--- src/rtl/ram_burst_master_pkg.sv ---
// Shared types and defaults for the RAM burst master: FSM state encoding and
// the default geometry of the 64x8 single-port RAM it drives.
package ram_burst_master_pkg;

    localparam int DW_DEF = 8;
    localparam int AW_DEF = 6;
    localparam int LW_DEF = 6;

    typedef enum logic [1:0] {
        ST_IDLE = 2'd0,
        ST_WR   = 2'd1,
        ST_RD   = 2'd2
    } state_t;

endpackage

--- src/rtl/ram_burst_master_if.sv ---
// Host command/read-return signals plus the RAM port of the burst master.
// The master modport is the initiator (RTL) view; slave is the host/RAM view.
interface ram_burst_master_if
    import ram_burst_master_pkg::*;
#(
    parameter int DW = DW_DEF,
    parameter int AW = AW_DEF,
    parameter int LW = LW_DEF
) ();

    logic          cmd_valid;
    logic          cmd_ready;
    logic          cmd_we;
    logic [AW-1:0] cmd_addr;
    logic [DW-1:0] cmd_wdata;
    logic [LW-1:0] cmd_len;

    logic          rd_valid;
    logic [DW-1:0] rd_data;
    logic          rd_last;
    logic          done;

    logic          ram_we;
    logic [AW-1:0] ram_addr;
    logic [DW-1:0] ram_data;
    logic [DW-1:0] ram_q;

    modport master (
        input  cmd_valid, cmd_we, cmd_addr, cmd_wdata, cmd_len, ram_q,
        output cmd_ready, rd_valid, rd_data, rd_last, done,
        output ram_we, ram_addr, ram_data
    );

    modport slave (
        output cmd_valid, cmd_we, cmd_addr, cmd_wdata, cmd_len, ram_q,
        input  cmd_ready, rd_valid, rd_data, rd_last, done,
        input  ram_we, ram_addr, ram_data
    );

endinterface

--- src/rtl/ram_burst_master.sv ---
// Turns one host command at a time into back-to-back single-cycle accesses on
// a single-port RAM: single/burst reads and single/fill writes, 1 beat/cycle.
module ram_burst_master
    import ram_burst_master_pkg::*;
#(
    parameter int DW = DW_DEF,
    parameter int AW = AW_DEF,
    parameter int LW = LW_DEF
) (
    input  logic             clk,
    input  logic             rst,
    ram_burst_master_if.master bus
);

    localparam logic [AW-1:0] ADDR_ONE = {{(AW-1){1'b0}}, 1'b1};
    localparam logic [LW-1:0] LEN_ONE  = {{(LW-1){1'b0}}, 1'b1};

    state_t          state;
    state_t          state_nxt;
    logic [AW-1:0]   cur_addr;
    logic [DW-1:0]   wbyte;
    logic [LW-1:0]   beats_left;
    logic            cmd_ready_r;
    logic            rd_vld_p1;
    logic            rd_last_p1;
    logic            done_p1;
    logic            accept;
    logic            busy;
    logic            last_beat;

    assign accept    = bus.cmd_valid && bus.cmd_ready;
    assign busy      = (state == ST_WR) || (state == ST_RD);
    assign last_beat = busy && (beats_left == '0);

    always_comb begin
        state_nxt = state;
        case (state)
            ST_IDLE: if (accept) state_nxt = bus.cmd_we ? ST_WR : ST_RD;
            ST_WR,
            ST_RD:   if (beats_left == '0) state_nxt = ST_IDLE;
            default: state_nxt = ST_IDLE;
        endcase
    end

    always_ff @(posedge clk) begin
        if (rst) begin
            state       <= ST_IDLE;
            cmd_ready_r <= 1'b0;
            rd_vld_p1   <= 1'b0;
            rd_last_p1  <= 1'b0;
            done_p1     <= 1'b0;
            cur_addr    <= '0;
            wbyte       <= '0;
            beats_left  <= '0;
        end else begin
            state       <= state_nxt;
            cmd_ready_r <= (state_nxt == ST_IDLE);
            // Read return lags the address beat by one cycle to match RAM latency.
            rd_vld_p1   <= (state == ST_RD);
            rd_last_p1  <= (state == ST_RD) && (beats_left == '0);
            done_p1     <= last_beat;
            if (accept) begin
                cur_addr   <= bus.cmd_addr;
                wbyte      <= bus.cmd_wdata;
                beats_left <= bus.cmd_len;
            end else if (busy) begin
                // Address wraps modulo 2^AW by natural overflow.
                cur_addr   <= cur_addr + ADDR_ONE;
                beats_left <= beats_left - LEN_ONE;
            end
        end
    end

    assign bus.cmd_ready = cmd_ready_r && !rst;
    assign bus.ram_we    = (state == ST_WR);
    assign bus.ram_addr  = cur_addr;
    assign bus.ram_data  = wbyte;
    assign bus.rd_valid  = rd_vld_p1;
    assign bus.rd_data   = rd_vld_p1 ? bus.ram_q : '0;
    assign bus.rd_last   = rd_last_p1;
    assign bus.done      = done_p1;

endmodule

--- src/flat_wrapper.sv ---
// flat-port wrapper written by rule: the top's interface ports become plain ports
module ram_burst_master_flat import ram_burst_master_pkg::*;
#(
    parameter int DW = DW_DEF,
    parameter int AW = AW_DEF,
    parameter int LW = LW_DEF
)
  (clk, rst, bus_cmd_valid, bus_cmd_we, bus_cmd_addr, bus_cmd_wdata, bus_cmd_len, bus_ram_q, bus_cmd_ready, bus_rd_valid, bus_rd_data, bus_rd_last, bus_done, bus_ram_we, bus_ram_addr, bus_ram_data);
  ram_burst_master_if #(.DW(DW), .AW(AW), .LW(LW)) bus_i ();
  input  logic clk;
  input  logic rst;
  input wire logic [$bits(bus_i.cmd_valid)-1:0] bus_cmd_valid;
  input wire logic [$bits(bus_i.cmd_we)-1:0] bus_cmd_we;
  input wire logic [$bits(bus_i.cmd_addr)-1:0] bus_cmd_addr;
  input wire logic [$bits(bus_i.cmd_wdata)-1:0] bus_cmd_wdata;
  input wire logic [$bits(bus_i.cmd_len)-1:0] bus_cmd_len;
  input wire logic [$bits(bus_i.ram_q)-1:0] bus_ram_q;
  output wire logic [$bits(bus_i.cmd_ready)-1:0] bus_cmd_ready;
  output wire logic [$bits(bus_i.rd_valid)-1:0] bus_rd_valid;
  output wire logic [$bits(bus_i.rd_data)-1:0] bus_rd_data;
  output wire logic [$bits(bus_i.rd_last)-1:0] bus_rd_last;
  output wire logic [$bits(bus_i.done)-1:0] bus_done;
  output wire logic [$bits(bus_i.ram_we)-1:0] bus_ram_we;
  output wire logic [$bits(bus_i.ram_addr)-1:0] bus_ram_addr;
  output wire logic [$bits(bus_i.ram_data)-1:0] bus_ram_data;
  assign bus_i.cmd_valid = bus_cmd_valid;
  assign bus_i.cmd_we = bus_cmd_we;
  assign bus_i.cmd_addr = bus_cmd_addr;
  assign bus_i.cmd_wdata = bus_cmd_wdata;
  assign bus_i.cmd_len = bus_cmd_len;
  assign bus_i.ram_q = bus_ram_q;
  assign bus_cmd_ready = bus_i.cmd_ready;
  assign bus_rd_valid = bus_i.rd_valid;
  assign bus_rd_data = bus_i.rd_data;
  assign bus_rd_last = bus_i.rd_last;
  assign bus_done = bus_i.done;
  assign bus_ram_we = bus_i.ram_we;
  assign bus_ram_addr = bus_i.ram_addr;
  assign bus_ram_data = bus_i.ram_data;
  ram_burst_master #(.DW(DW), .AW(AW), .LW(LW)) u_core (.clk(clk), .rst(rst), .bus(bus_i));
endmodule
--- config.mk ---
export PLATFORM = sky130hd
export DESIGN_NAME = ram_burst_master_flat
export DESIGN_NICKNAME = d
export VERILOG_FILES = /design/src/rtl/ram_burst_master_pkg.sv /design/src/rtl/ram_burst_master_if.sv /design/src/rtl/ram_burst_master.sv /design/src/flat_wrapper.sv
export SDC_FILE = /design/constraint.sdc
export NUM_CORES = 1
export LEC_CHECK = 0
export CAP_MARGIN = 20
export CORE_AREA = 2 2 60 62
export DETAILED_ROUTE_END_ITERATION = 10
export DIE_AREA = 0 0 62 64
export PLACE_DENSITY_LB_ADDON = 0.05
export RECOVER_POWER = 100
export SETUP_SLACK_MARGIN = 0.02
export SLEW_MARGIN = 40
export SYNTH_ARGS = -nofsm -noshare
export SYNTH_HDL_FRONTEND = slang
export SYNTH_SLANG_ARGS = --single-unit
--- constraint.sdc ---
create_clock -name clk -period 1.9 [get_ports clk]
set_clock_uncertainty 0.1 [all_clocks]
set_input_delay 0.38 -clock clk [delete_from_list [all_inputs] [get_ports clk]]
set_output_delay 0.38 -clock clk [all_outputs]
set_load 0.05 [all_outputs]
# After elaboration in Yosys (flattened, before gate mapping)
# Cells that the tools add are included.
[totals]
register_bits = 26
word_cells = 32
[op_classes]
addsub = 2
eq_ne = 2
n_mux = 9
reduce_logical = 11
[ops]
columns = ["operator", "n"]
rows = [
  ["6-bit 2-to-1 mux", 4],
  ["8-bit 2-to-1 mux", 1],
  ["6-bit by 1-bit adder with 6-bit output (second input constant)", 1],
  ["6-bit logical NOT", 1],
  ["2-bit 2-to-1 mux", 3],
  ["6-bit by 1-bit subtractor with 6-bit output (second input constant)", 1],
  ["1-bit logical AND", 4],
  ["2-bit logical NOT", 2],
  ["2-bit one-hot mux with 2 select lines", 1],
  ["2-bit by 1-bit equality test with 1-bit output (second input constant)", 1],
  ["2-bit equality test (second input constant)", 1],
  ["2-bit nonzero test", 1],
  ["2-bit OR reduction", 1],
  ["1-bit logical NOT", 1],
  ["1-bit logical OR", 1],
]

# Depth between registers and ports, before layout
[logic_depth]
depth_word = 6
ltp_mapped = 6
ltp_nobuf = 6

# Worst setup path after synthesis
# No wires, ideal clock.
[synth_timing]
kind = "flip-flop to flip-flop"
start = "register u_core.state[1]"
end = "register u_core.beats_left[5]"
setup_time_ns = 0.086
arrival_ns = 1.560
required_ns = 1.714
path_slack_ns = 0.154
path_stages_with_launch = 7
n_path_buf = 0
synth_period_minus_slack_ns = 1.746
cell_sequence = "dfxtp_1 inv_1 ha_1 nor4b_1 nand2_1 xor2_1 a211oi_1"
[synth_between]
elab_chain_cells = 3
[synth_rtl]
columns = ["element", "line", "rtl"]
rows = [
  ["start, declared", "ram_burst_master.sv:18", "state_t state;"],
  ["start signal, assigned", "ram_burst_master.sv:56", "state <= state_nxt;"],
  ["2-bit by 1-bit equality test with 1-bit output / 2-bit equality test (equally long branches)", "ram_burst_master.sv:32", "assign busy = (state == ST_WR) || (state == ST_RD);"],
  ["1-bit logical OR (*)", "ram_burst_master.sv:32", ""],
  ["2-bit nonzero test (no line) (*)", "n/a", ""],
  ["end signal, assigned", "ram_burst_master.sv:65", "beats_left <= bus.cmd_len;"],
  ["end signal, assigned", "ram_burst_master.sv:69", "beats_left <= beats_left - LEN_ONE;"],
  ["end, declared", "ram_burst_master.sv:22", "logic [LW-1:0] beats_left;"],
]
# Mark *: on every way between the ends. The rest lies on a longest branch, timed or not.
# A chain may end at the register's enable or synchronous reset.

# Final worst setup path
[layout_timing]
start = "register u_core.beats_left[0]"
end = "register u_core.state[0]"
[layout_between]
elab_chain_cells = 3
[layout_rtl]
columns = ["element", "line", "rtl"]
rows = [
  ["6-bit logical NOT", "ram_burst_master.sv:40", "ST_RD: if (beats_left == '0) state_nxt = ST_IDLE;"],
  ["2-bit 2-to-1 mux", "ram_burst_master.sv:40", ""],
  ["2-bit one-hot mux with 2 select lines", "ram_burst_master.sv:37", "case (state)"],
]
# Every way passes these cells.

==> impl_metrics.csv <==
group,metric,value,unit
final_layout,drive_gt1_share,15.4,%
global_route,grt_pass1_vias,1188,
synthesis,synth_seq_area_share,41.4,%
synthesis,synthDistinctLibCells,30,
sta,min_period_over_period,93.7,%
drt,wl_per_cell,11.9,µm
setup_path,path_class,"flip-flop to flip-flop",
clock_network,cts_tree,"built",
setup_path,endpoint_kind,"flip-flop",
synthesis,yosysWarnings,0,
floorplanning,die_y,64,µm
synthesis,synth_ff_type,"dfxtp_1",
global_route,grt_first_pass_wirelength,5120,µm
placed_design,place_congestion,0.727,
placed_design,pre_cts_ws,0.0291,ns
sta,worst_pin_slew,0.610,ns
final_layout,insertedDiodeCount,0,
sta,finalSetupViolCount,0,
drt,routed_wl,3020,µm
final_layout,syn2layout_area_growth,55.0,%
placed_design,dp_hpwl,2420,µm
floorplanning,start_util,38.3,%
floorplanning,placementRows,21,
pwr,total_power,1.26,mW
final_layout,mostFrequentLayoutCells,"clkdlybuf4s50_1, dfxtp_1, nand2_1",
drt,ant_nets,0,
setup_path,worstPathCellList,"inv_1, ha_1, or4b_4, o211ai_1, a31oi_1, nor2b_1",
floorplanning,die_area,3970,µm²
sta,finalMaxSlewViolations,0,
drt,num_vias,1220,
clock_network,cts-root-buf,"clkbuf_4",
synthesis,syn_area,1260,µm²
synthesis,async_flop_share,0,%
synthesis,synth_edf_count,0,
sta,hold_viol,0,
floorplanning,io_pins,59,
placed_design,dp.cells,249,
synthesis,synth_seq_cells,26,
final_layout,postLayoutCellArea,1950,µm²
global_route,antenna_found_initial,0,
placed_design,dpl_cell_area,2000,µm²
sta,slew_headroom,59.5,%
flow_run,cap_violations,0,
sta,setup_tns,0,ns
final_layout,layout.cells.non_filler,254,
outcome,status,"finished, final reports clean",
setup_path,startpoint_type,"flip-flop",
sta,fin_ws,0.120,ns
clock_network,path_clk_slew,0.14,ns
drt,drt_iter0_markers,32,
sta,grt_setup_unrepaired,"no",
global_route,grt_usage,16.5,%
final_layout,nets,248,
synthesis,synth_nets,181,
setup_path,cp_slowest_cell,"or4b_4",
floorplanning,core_area,3280,µm²
clock_network,cts_sinks,26,
clock_network,insertion_delay,0.31,ns
clock_network,clockBufferDepth,2,
drt,viasPerCell,4.80,
setup_path,crit_arrival,1.90,ns
pwr,power_density,644,nW/µm²
drt,drc,0,
synthesis,synthCells,142,
drt,dr.pass1.iters,4,
sta,fin_crit,1.78,ns
sta,fmax,562,MHz
final_layout,layout_commonest_cell,"clkdlybuf4s50_1",
setup_path,critPathMaxStageDelay,0.49,ns
min_path,hold_class,"flip-flop to flip-flop",
global_route,grt-ovfl-total,0,
synthesis,syn-mean-instance-area,8.86,µm²
clock_network,htreeDepth,1,
pwr,p_leak,0.769,nW
floorplanning,die_w,62,µm
setup_path,cp.required,2.02,ns
clock_network,cts_buffers,3,
pwr,vdd_ir_drop_max,0.502,mV
setup_path,critPathMaxFanout,4,
placed_design,port_buffers,58,
clock_network,cts_hold_buffers,0,
global_route,grt_start_max_net_pins,18,
synth_stat cells (2+ instances only):
library cell	number	area, µm²
dfxtp_1	26	521
nand2_1	22	82.6
nor2_1	12	45.0
a211oi_1	10	75.1
nand3b_1	10	75.1
and2_1	8	50.1
ha_1	7	87.6
xor2_1	5	43.8
buf_2	4	20.0
inv_1	4	15.0
nor2b_1	4	25.0
xnor2_1	4	35.0
clkbuf_1	3	11.3
nand3_1	3	15.0
a31oi_1	2	12.5
nand4_1	2	12.5
nor4b_1	2	17.5
o211ai_1	2	15.0
kinds of logic after synthesis:
family	share of synthesized area [%]
buffers and inverters	4.27
muxes	0.795
and+or+nand+nor	29.7
AOI/OAI and AO/OA	10.6
xor gates and xnor gates	6.26
adders and majority gates	6.96
DFF	41.4
routing by layer:
metal,up-vias,share of wire (%),GRT usage [%],wire length (µm)
li1,617,-,-,-
met1,559,43,21.8,1310
met2,42,48,27.1,1440
met3,2,8.7,3.24,263
met4,0,0.43,3.99,13
met5,-,0,0,0
cell type report:
cell class	count	area (µm²)
Clock buffer	4	36.3
Timing Repair Buffer	70	628
Multi-Input combinational cell	104	693
Fill cell	333	1330
Inverter	4	15.0
Tap cell	46	57.6
Sequential cell	26	520
timing repair:
action                     in CTS  in global routing
buffers inserted                0                  1
setup endpoints to repair       0                  3
gates resized for setup         0                  2
path summary, 6_finish.rpt:
check,from,end,slack [ns],cells after the start
hold reg to reg,u_core.bus.ram_data[4],u_core.bus.ram_data[4],0.38,2
setup / recovery,u_core.beats_left[0],u_core.state[0],0.12,6
hold / removal,u_core.bus.ram_data[4],u_core.bus.ram_data[4],0.38,2
setup reg to reg,u_core.beats_left[0],u_core.state[0],0.12,6
worst max-delay path: cells and delay by family (launching register included):
| family | cells | cell delay (ns) |
|---|---|---|
| simple gates | 2 | 0.65 |
| fa+ha+maj | 1 | 0.15 |
| buf+inv | 1 | 0.09 |
| compound gates | 2 | 0.33 |
| flops | 1 | 0.37 |
flip-flops by register name, summed over array words and instances (netlist names):
name / flops
u_core.beats_left: 6
u_core.bus.done: 1
u_core.bus.ram_addr: 6
u_core.bus.ram_data: 8
u_core.bus.rd_last: 1
u_core.bus.rd_valid: 1
u_core.cmd_ready_r: 1
u_core.state: 2
power breakdown:
group / internal (mW) / total [mW] / leakage [nW] / switching, mW
Sequential: 0.587 / 0.625 / 0.213 / 0.0382
Clock: 0.117 / 0.277 / 0.0210 / 0.160
Combinational: 0.159 / 0.354 / 0.535 / 0.195
Total: 0.863 / 1.26 / 0.769 / 0.394
metrics by stage:
stage / util [%] / hold WS (ns)
2_1_floorplan: - / 0.379
3_3_place_gp: 60.8 / 0.364
3_5_place_dp: 60.8 / 0.369
4_1_cts: 61.9 / 0.391
5_1_grt: 59.4 / 0.413
6_report: 59.4 / 0.384
No activity file was read; power rests on OpenSTA's default activity.
